[config.mk]
export PLATFORM = sky130hd
export DESIGN_NAME = ex_muldiv_unit
export DESIGN_NICKNAME = d
export VERILOG_FILES = /design/src/rtl/ex_muldiv_unit_pkg.sv /design/src/rtl/ex_muldiv_unit_core.sv /design/src/rtl/ex_muldiv_unit.sv
export SDC_FILE = /design/constraint.sdc
export NUM_CORES = 1
export LEC_CHECK = 0
export BUFFER_PORTS_ARGS = -buffer_cell sky130_fd_sc_hd__buf_2
export CAP_MARGIN = 20
export CORE_ASPECT_RATIO = 1.5
export CORE_MARGIN = 1.5
export CORE_UTILIZATION = 60
export CTS_BUF_LIST = sky130_fd_sc_hd__clkbuf_16
export CTS_CLUSTER_DIAMETER = 100
export CTS_CLUSTER_SIZE = 14
export DETAILED_ROUTE_END_ITERATION = 12
export GPL_TIMING_DRIVEN = 0
export PLACE_DENSITY = 0.79
export SYNTH_ARGS = -nofsm -noshare
export SYNTH_HDL_FRONTEND = slang
export SYNTH_SLANG_ARGS = --single-unit
[constraint.sdc]
create_clock -name clk -period 6.7 [get_ports clk]
set_clock_uncertainty 0.1 [all_clocks]
set_input_delay 0 -clock clk [delete_from_list [all_inputs] [get_ports clk]]
set_output_delay 0 -clock clk [all_outputs]
set_load 0.01 [all_outputs]
[src/rtl/ex_muldiv_unit_pkg.sv]
// Shared definitions for the RV32M iterative multiply/divide unit:
// funct3 encodings, FSM states and operand-signedness helpers.
package ex_muldiv_unit_pkg;

  localparam int MD_XLEN = 32;

  typedef enum logic [2:0] {
    MD_MUL    = 3'd0,
    MD_MULH   = 3'd1,
    MD_MULHSU = 3'd2,
    MD_MULHU  = 3'd3,
    MD_DIV    = 3'd4,
    MD_DIVU   = 3'd5,
    MD_REM    = 3'd6,
    MD_REMU   = 3'd7
  } md_op_e;

  typedef enum logic [1:0] {
    MD_IDLE = 2'd0,
    MD_CALC = 2'd1,
    MD_DONE = 2'd2
  } md_state_e;

  function automatic logic rs1_signed(input md_op_e op);
    return op inside {MD_MUL, MD_MULH, MD_MULHSU, MD_DIV, MD_REM};
  endfunction

  function automatic logic rs2_signed(input md_op_e op);
    return op inside {MD_MUL, MD_MULH, MD_DIV, MD_REM};
  endfunction

endpackage

[src/rtl/ex_muldiv_unit_core.sv]
// Iterative datapath: 64-bit accumulator doing one shift-add (multiply) or
// one restoring subtract (divide) step per cycle on operand magnitudes.
module muldiv_iter_core
  import ex_muldiv_unit_pkg::*;
#(
  parameter int XLEN  = MD_XLEN,
  parameter int CNT_W = 6
) (
  input  logic              clk,
  input  logic              rst,
  input  logic              load_i,
  input  logic              step_i,
  input  logic              is_div_i,
  input  logic [XLEN-1:0]   a_i,
  input  logic [XLEN-1:0]   b_i,
  output logic [2*XLEN-1:0] acc_nxt_o,
  output logic              last_o
);

  logic [2*XLEN-1:0] acc_q, acc_d, acc_step;
  logic [XLEN-1:0]   b_q, b_d;
  logic              div_q, div_d;
  logic [CNT_W-1:0]  cnt_q, cnt_d;
  logic [XLEN:0]     sum, rem_sh, diff;

  always_comb begin
    // Multiply: acc = {partial_hi, remaining multiplier bits}, shifted right.
    sum    = {1'b0, acc_q[2*XLEN-1:XLEN]} + (acc_q[0] ? {1'b0, b_q} : '0);
    // Divide: acc = {remainder, dividend/quotient bits}, shifted left.
    rem_sh = acc_q[2*XLEN-1:XLEN-1];
    diff   = rem_sh - {1'b0, b_q};
    if (div_q) begin
      acc_step = diff[XLEN] ? {rem_sh[XLEN-1:0], acc_q[XLEN-2:0], 1'b0}
                            : {diff[XLEN-1:0],   acc_q[XLEN-2:0], 1'b1};
    end else begin
      acc_step = {sum, acc_q[XLEN-1:1]};
    end

    acc_d = acc_q;
    b_d   = b_q;
    div_d = div_q;
    cnt_d = cnt_q;
    if (load_i) begin
      acc_d = {{XLEN{1'b0}}, a_i};
      b_d   = b_i;
      div_d = is_div_i;
      cnt_d = '0;
    end else if (step_i) begin
      acc_d = acc_step;
      cnt_d = cnt_q + CNT_W'(1);
    end

    acc_nxt_o = acc_step;
    last_o    = (cnt_q == CNT_W'(XLEN-1));
  end

  // NOTE: sequential state uses non-blocking assignments only, so every flop
  // samples the pre-edge values regardless of block ordering.
  always_ff @(posedge clk or posedge rst) begin
    if (rst) begin
      acc_q <= '0;
      b_q   <= '0;
      div_q <= 1'b0;
      cnt_q <= '0;
    end else begin
      acc_q <= acc_d;
      b_q   <= b_d;
      div_q <= div_d;
      cnt_q <= cnt_d;
    end
  end

endmodule

[src/rtl/ex_muldiv_unit.sv]
// EX-stage RV32M unit: control FSM, operand sign handling, fast-path
// detection for divide-by-zero / signed overflow, and pipeline stall/flush.
module ex_muldiv_unit
  import ex_muldiv_unit_pkg::*;
#(
  parameter int XLEN      = MD_XLEN,
  parameter int CNT_W     = 6,
  parameter bit EARLY_OUT = 1'b1
) (
  input  logic            clk,
  input  logic            rst,
  input  logic            start_i,
  input  logic [2:0]      op_i,
  input  logic [XLEN-1:0] rs1_data_i,
  input  logic [XLEN-1:0] rs2_data_i,
  input  logic [4:0]      rd_i,
  input  logic            flush_i,
  output logic            stall_o,
  output logic            done_o,
  output logic [XLEN-1:0] result_o,
  output logic [4:0]      rd_o
);

  md_state_e         state_q, state_d;
  md_op_e            op_q, op_d, op_in;
  logic [4:0]        rd_q, rd_d;
  logic [XLEN-1:0]   result_q, result_d, rs1_q, rs1_d;
  logic              qneg_q, qneg_d, rneg_q, rneg_d, div0_q, div0_d;
  logic              s1, s2, div0, ovf, fast, accept, last;
  logic [XLEN-1:0]   a_mag, b_mag;
  logic [2*XLEN-1:0] acc_nxt;

  function automatic logic [XLEN-1:0] fix_sign(
    input md_op_e op, input logic [2*XLEN-1:0] acc, input logic qneg,
    input logic rneg, input logic dz, input logic [XLEN-1:0] dividend);
    logic [2*XLEN-1:0] prod;
    logic [XLEN-1:0]   quo, rem;
    prod = qneg ? -acc : acc;
    quo  = qneg ? -acc[XLEN-1:0] : acc[XLEN-1:0];
    rem  = rneg ? -acc[2*XLEN-1:XLEN] : acc[2*XLEN-1:XLEN];
    case (op)
      MD_MUL:                       return prod[XLEN-1:0];
      MD_MULH, MD_MULHSU, MD_MULHU: return prod[2*XLEN-1:XLEN];
      MD_DIV, MD_DIVU:              return dz ? '1 : quo;
      default:                      return dz ? dividend : rem;
    endcase
  endfunction

  always_comb begin
    op_in  = md_op_e'(op_i);
    s1     = rs1_signed(op_in) & rs1_data_i[XLEN-1];
    s2     = rs2_signed(op_in) & rs2_data_i[XLEN-1];
    a_mag  = s1 ? -rs1_data_i : rs1_data_i;
    b_mag  = s2 ? -rs2_data_i : rs2_data_i;
    div0   = op_i[2] && (rs2_data_i == '0);
    ovf    = (op_in == MD_DIV || op_in == MD_REM) && (rs2_data_i == '1) &&
             (rs1_data_i == {1'b1, {(XLEN-1){1'b0}}});
    fast   = EARLY_OUT && (div0 || ovf);
    accept = (state_q == MD_IDLE) && start_i && !flush_i;
  end

  always_comb begin
    state_d  = state_q;
    op_d     = op_q;
    rd_d     = rd_q;
    result_d = result_q;
    rs1_d    = rs1_q;
    qneg_d   = qneg_q;
    rneg_d   = rneg_q;
    div0_d   = div0_q;
    stall_o  = 1'b0;
    case (state_q)
      MD_IDLE: begin
        stall_o = accept;
        if (accept) begin
          op_d   = op_in;
          rd_d   = rd_i;
          rs1_d  = rs1_data_i;
          qneg_d = s1 ^ s2;
          rneg_d = s1;
          div0_d = div0;
          if (fast) begin
            state_d = MD_DONE;
            // op_i[1] selects remainder; overflow quotient equals rs1 itself.
            if (div0) result_d = op_i[1] ? rs1_data_i : '1;
            else      result_d = op_i[1] ? '0 : rs1_data_i;
          end else begin
            state_d = MD_CALC;
          end
        end
      end
      MD_CALC: begin
        stall_o = !flush_i;
        if (flush_i) begin
          state_d = MD_IDLE;
        end else if (last) begin
          state_d  = MD_DONE;
          result_d = fix_sign(op_q, acc_nxt, qneg_q, rneg_q, div0_q, rs1_q);
        end
      end
      default: state_d = MD_IDLE;
    endcase
    done_o   = (state_q == MD_DONE) && !flush_i;
    result_o = result_q;
    rd_o     = rd_q;
  end

  always_ff @(posedge clk or posedge rst) begin
    if (rst) begin
      state_q  <= MD_IDLE;
      op_q     <= MD_MUL;
      rd_q     <= '0;
      result_q <= '0;
      rs1_q    <= '0;
      qneg_q   <= 1'b0;
      rneg_q   <= 1'b0;
      div0_q   <= 1'b0;
    end else begin
      state_q  <= state_d;
      op_q     <= op_d;
      rd_q     <= rd_d;
      result_q <= result_d;
      rs1_q    <= rs1_d;
      qneg_q   <= qneg_d;
      rneg_q   <= rneg_d;
      div0_q   <= div0_d;
    end
  end

  muldiv_iter_core #(
    .XLEN  (XLEN),
    .CNT_W (CNT_W)
  ) u_core (
    .clk       (clk),
    .rst       (rst),
    .load_i    (accept),
    .step_i    (state_q == MD_CALC),
    .is_div_i  (op_i[2]),
    .a_i       (a_mag),
    .b_i       (b_mag),
    .acc_nxt_o (acc_nxt),
    .last_o    (last)
  );

endmodule

==> metrics.csv, run 1 <==
metric,value,unit
outcome,did not finish,
lastStage,global routing,
stop_error,[ERROR GRT-0116] Global routing finished with congestion. Check the congestion regions in the DRC Viewer.,
yosysUniqueCellTypes,104,
yosys_warnings,0,
pin_count,115,
cts.sinks,180,
synth_compound_area_share,28.02,%
synthCells,2448,
muxShareOfSynthArea,2.733,%
synth_area_leaders,"dfrtp_1 25%, nand2_1 8.2%, o21ai_0 6.3%, a21oi_1 5.6%, ha_1 4.9%",
ys_seq_area_share,25.16,%
overflow,11,
async_reset_ff_share,100.0,%
chipWidth,144.0,um
yosys.area.top_type_share,25.16,%
place_ws,-0.4365,ns
synth_edf_count,0,
cts_buffer_depth,2,
synth_top_family_by_area,compound AO/OA/AOI/OAI gates,
yosysTopAreaCell,dfrtp_1,
die_y,214.6,um
ys_ff_latch,180,
grt_pass1_vias,22990,
grt_max_degree,95,
syn_nets,2596,
syn_avg_cell_area,7.313,um^2
dp.final_hpwl,66.09,mm
synth_fa_ha_area_share,5.619,%
post_cts_buffers,0,
cts-root-buf,clkbuf_16,
grt_pass1_wl,145.2,mm
grt.total_usage,63.17,%
gp_congestion,1.128,
rows,77,
synth_ff_type,dfrtp_1,
htree_levels,4,
netlist_area,17900,um^2
portBuffers,105,
synth-xor-area-share,7.680,%
start_util,60.93,%
synthSimpleGateAreaFrac,25.47,%
tritoncts.num_buffers,17,
## metrics by stage
stage	area, um^2	instances	utilization [%]
after floorplan	17900	2448	-
after global placement	18920	2948	64.40
after detailed placement	18980	2953	64.59
after CTS	20440	3070	69.57
## what timing repair did
item                                    4_1_cts
hold buffers                                 85
hold endpoints to repair                    189
endpoints found under the setup margin       13
resized for setup                             4
## cell usage after synthesis (7+ instances only)
master and number:
mux2i_1 41, o211ai_1 30, a221oi_1 17, xor2_1 68, buf_1 14, or3_1 21, o221ai_1 7, o311ai_0 8
or2_2 13, maj3_1 9, o21a_1 14, a22oi_1 10, ha_1 70, xnor2_1 89, a211oi_1 35, a21o_1 25
inv_1 79, a311oi_1 11, nand2b_1 18, a31oi_1 34, o31ai_1 23, a31o_2 7, nor3_1 73, mux2_2 7
nand2_1 389, nor2b_1 8, o31a_1 7, and2_1 43, nor4_1 16, nor2_1 201, clkbuf_1 108, buf_2 22
nand3_1 73, or4_1 13, a41oi_1 7, o22ai_1 19, a21oi_1 201, o21ai_1 14, o21ai_0 226, and3_1 21
nand4_1 32, dfrtp_1 180, nor3b_1 8
## cells by family after synthesis
family                   count (synthesis)
adder cells (fa/ha/maj)                 81
AND/OR/NAND/NOR                        968
AO/OA/AOI/OAI                          779
flip-flops                             180
multiplexers                            48
XOR/XNOR                               157
buffers and inverters                  235
## metal layers
layer | GRT overflow | global-route usage (%)
met2 | 5 | 86.97
met1 | 0 | 66.25
met3 | 0 | 30.62
met5 | 0 | 1.809
met4 | 6 | 67.35
==> run 2, diff against run 1 <==
- CORE_ASPECT_RATIO: 1.5 -> default
- CORE_UTILIZATION: 60 -> 40
- CTS_BUF_LIST: sky130_fd_sc_hd__clkbuf_16 -> default
- CTS_CLUSTER_DIAMETER: 100 -> default
- CTS_CLUSTER_SIZE: 14 -> default
- PLACE_DENSITY: 0.79 -> default
- PLACE_DENSITY_LB_ADDON: default -> 0.15
==> metrics.csv, run 2 <==
metric,value,unit
hp-class,input port to flip-flop,
syn_avg_cell_area,7.313,um^2
use_met3,11.60,%
wl_per_cell,28.18,um
finalHoldViolCount,0,
fmaxAchievable,0.1503,GHz
cts_buffer_depth,2,
synth_area_leaders,"dfrtp_1 25%, nand2_1 8.2%, o21ai_0 6.3%, a21oi_1 5.6%, ha_1 4.9%",
critPathCaptureType,flip-flop,
start_util,40.49,%
n_antenna_cell,0,
drive_gt1_share,9.584,%
tightestPinTransition,1.125,ns
grt_pass1_vias,19440,
yosys.area.top_type_share,25.16,%
synth.most_common_cell,nand2_1,
largest_reg_flops,64,
slew_viol_final,0,
critPathLaunchType,flip-flop,
async_reset_ff_share,100.0,%
final_common_cell,nand2_1,
synthCells,2448,
fin_util,47.14,%
routed_via_density,6.407,
synth_ff_type,dfrtp_1,
top_register,u_core.acc_q,
dp.final_hpwl,73.55,mm
drc,0,
core-area,44220,um^2
ys_seq_area_share,25.16,%
rows,77,
cp_slowest_cell,buf_1,
yosysUniqueCellTypes,104,
grt_max_degree,111,
worstPathCellList,clkbuf_1 > buf_2 > buf_2 > buf_2 > buf_1 > clkbuf_1 > buf_1 > nor2_1 > a21oi_1 > xor2_1 > a221oi_1 > a21oi_1,
p_per_area,490.9,nW/um^2
holdWs,0.1307,ns
ir_worst_vdd,224.4,uV
dpl.cell_count,3150,
path_class,flip-flop to flip-flop,
pin_count,115,
dpl_cell_area,19240,um^2
vias,21040,
mostFrequentLayoutCells,"388 x nand2_1, 226 x o21ai_0, 201 x nor2_1",
hold_depth,4,
setup_viol,0,
synth_common_cells,"389 x nand2_1, 226 x o21ai_0, 201 x a21oi_1, 201 x nor2_1, 180 x dfrtp_1",
critPathRequiredTime,6.97,ns
crit_arrival,6.93,ns
gp_congestion,1.026,
clk_pin_slew,0.08,ns
yosys_warnings,0,
drt_iter0_markers,2992,
cts-root-buf,clkbuf_16,
outcome,"complete, no violations",
p_leak,8.568,nW
grt.total_usage,39.72,%
layout_worst_path_cycle_share,99.33,%
max_stage_delay,0.84,ns
final_area,20850,um^2
relSlewSlack,24.98,%
portBuffers,105,
yosysTopAreaCell,dfrtp_1,
period_minus_slack,6.655,ns
stdcell_count,3284,
chipWidth,214.6,um
antenna_found_initial,0,
syn_nets,2596,
firstDrtPassIters,6,
cts_tree,yes,
worst_skew_pair.late_latency,0.50,ns
htree_levels,4,
gr-max-usage-layer,met2,
synth_edf_count,0,
met2_usage,57.62,%
use_met1,56.25,%
tritoncts.num_buffers,17,
area_growth,16.43,%
ys_ff_latch,180,
design.die.area,46040,um^2
reg2regPathDepth,12,
critPathMostFrequentCell,buf_2,
grt_pass1_wl,133.6,mm
grt_setup_unrepaired,no,
die_y,214.6,um
crit_fanout,10,
cts.sinks,180,
netlist_area,17900,um^2
maxCapViolCount,0,
layout.nets,2829,
ant_nets,0,
routed_wl,92.54,mm
overflow,0,
==> run 2: cell counts after synthesis <==
No cell type changed its count.
==> run 2: metrics by stage <==
step | setup slack, ns | total power, mW | TNS, ns
after floorplan | 1.643 | 6.361 | 0
after global placement | -0.7706 | 8.812 | -137.78
after detailed placement | -0.6329 | 8.837 | -6.205
after CTS | 0.06812 | 9.925 | 0
after global routing | 0.04418 | 10.76 | 0
final | 0.04497 | 10.23 | 0
==> run 2: layer usage <==
layer  vias to the layer above  wire length (um)  part of all wire [%]
met2                      1247             38360                    41
met4                         2              2841                   3.1
met1                     10280             40060                    43
met5                         -                53                 0.057
li1                       9345                 -                     -
met3                       165             11230                    12
==> run 2: kinds of logic (layout without fill, tap and decap cells) <==
family	after synthesis	in the layout	synth area share (%)
and+or+nand+nor	968	968	25.47
AOI/OAI and AO/OA	779	779	28.02
buffers and inverters	235	479	5.311
DFF	180	180	25.16
xor gates and xnor gates	157	157	7.680
adders and majority gates	81	81	5.619
muxes	48	48	2.733
==> run 2: timing repair <==
item,in CTS,in global routing
endpoints found under the hold margin,182,0
setup buffers,0,5
gates resized for setup,4,5
pin swaps,0,3
hold buffers,96,0
setup endpoints to repair,15,12
==> run 2: final cells by class <==
cell class / count / area [um^2]
fill: 4536 / 23380
multi-input combinational: 2033 / 12510
sequential: 180 / 4504
timing repair buffer: 214 / 1608
tap: 592 / 740.7
buffer: 152 / 639.4
clock buffer: 18 / 429.2
inverter: 83 / 319.1
clock inverter: 12 / 98.84
==> run 2: final timing paths <==
kind	slack, ns	from	endpoint
max in group asynchronous	4.81	rst	result_o[6]
worst max-delay path	0.04	u_core.div_q	result_o[4]
worst min register to register	0.38	rs1_q[24]	rs1_q[24]
worst max register to register	0.04	u_core.div_q	result_o[4]
min in group asynchronous	0.62	rst	u_core.b_q[12]
worst min-delay path	0.13	rd_i[2]	rd_o[2]
==> run 2: where the power goes <==
group,internal [mW],switching (mW),leakage [nW]
Sequential,1.45,0.562,2.23
Clock,0.476,0.507,0.253
Combinational,2.38,4.86,6.08
Total,4.31,5.93,8.57
==> run 2: worst max-delay path, delay by kind of cell, from the launching register on <==
kind	cells	cell delay (ns)
buffers and inverters	7	4.47
AO/OA/AOI/OAI	3	1.15
flip-flops	1	0.47
XOR/XNOR	1	0.19
AND/OR/NAND/NOR	1	0.12
Power figures use the tool's default switching activity.
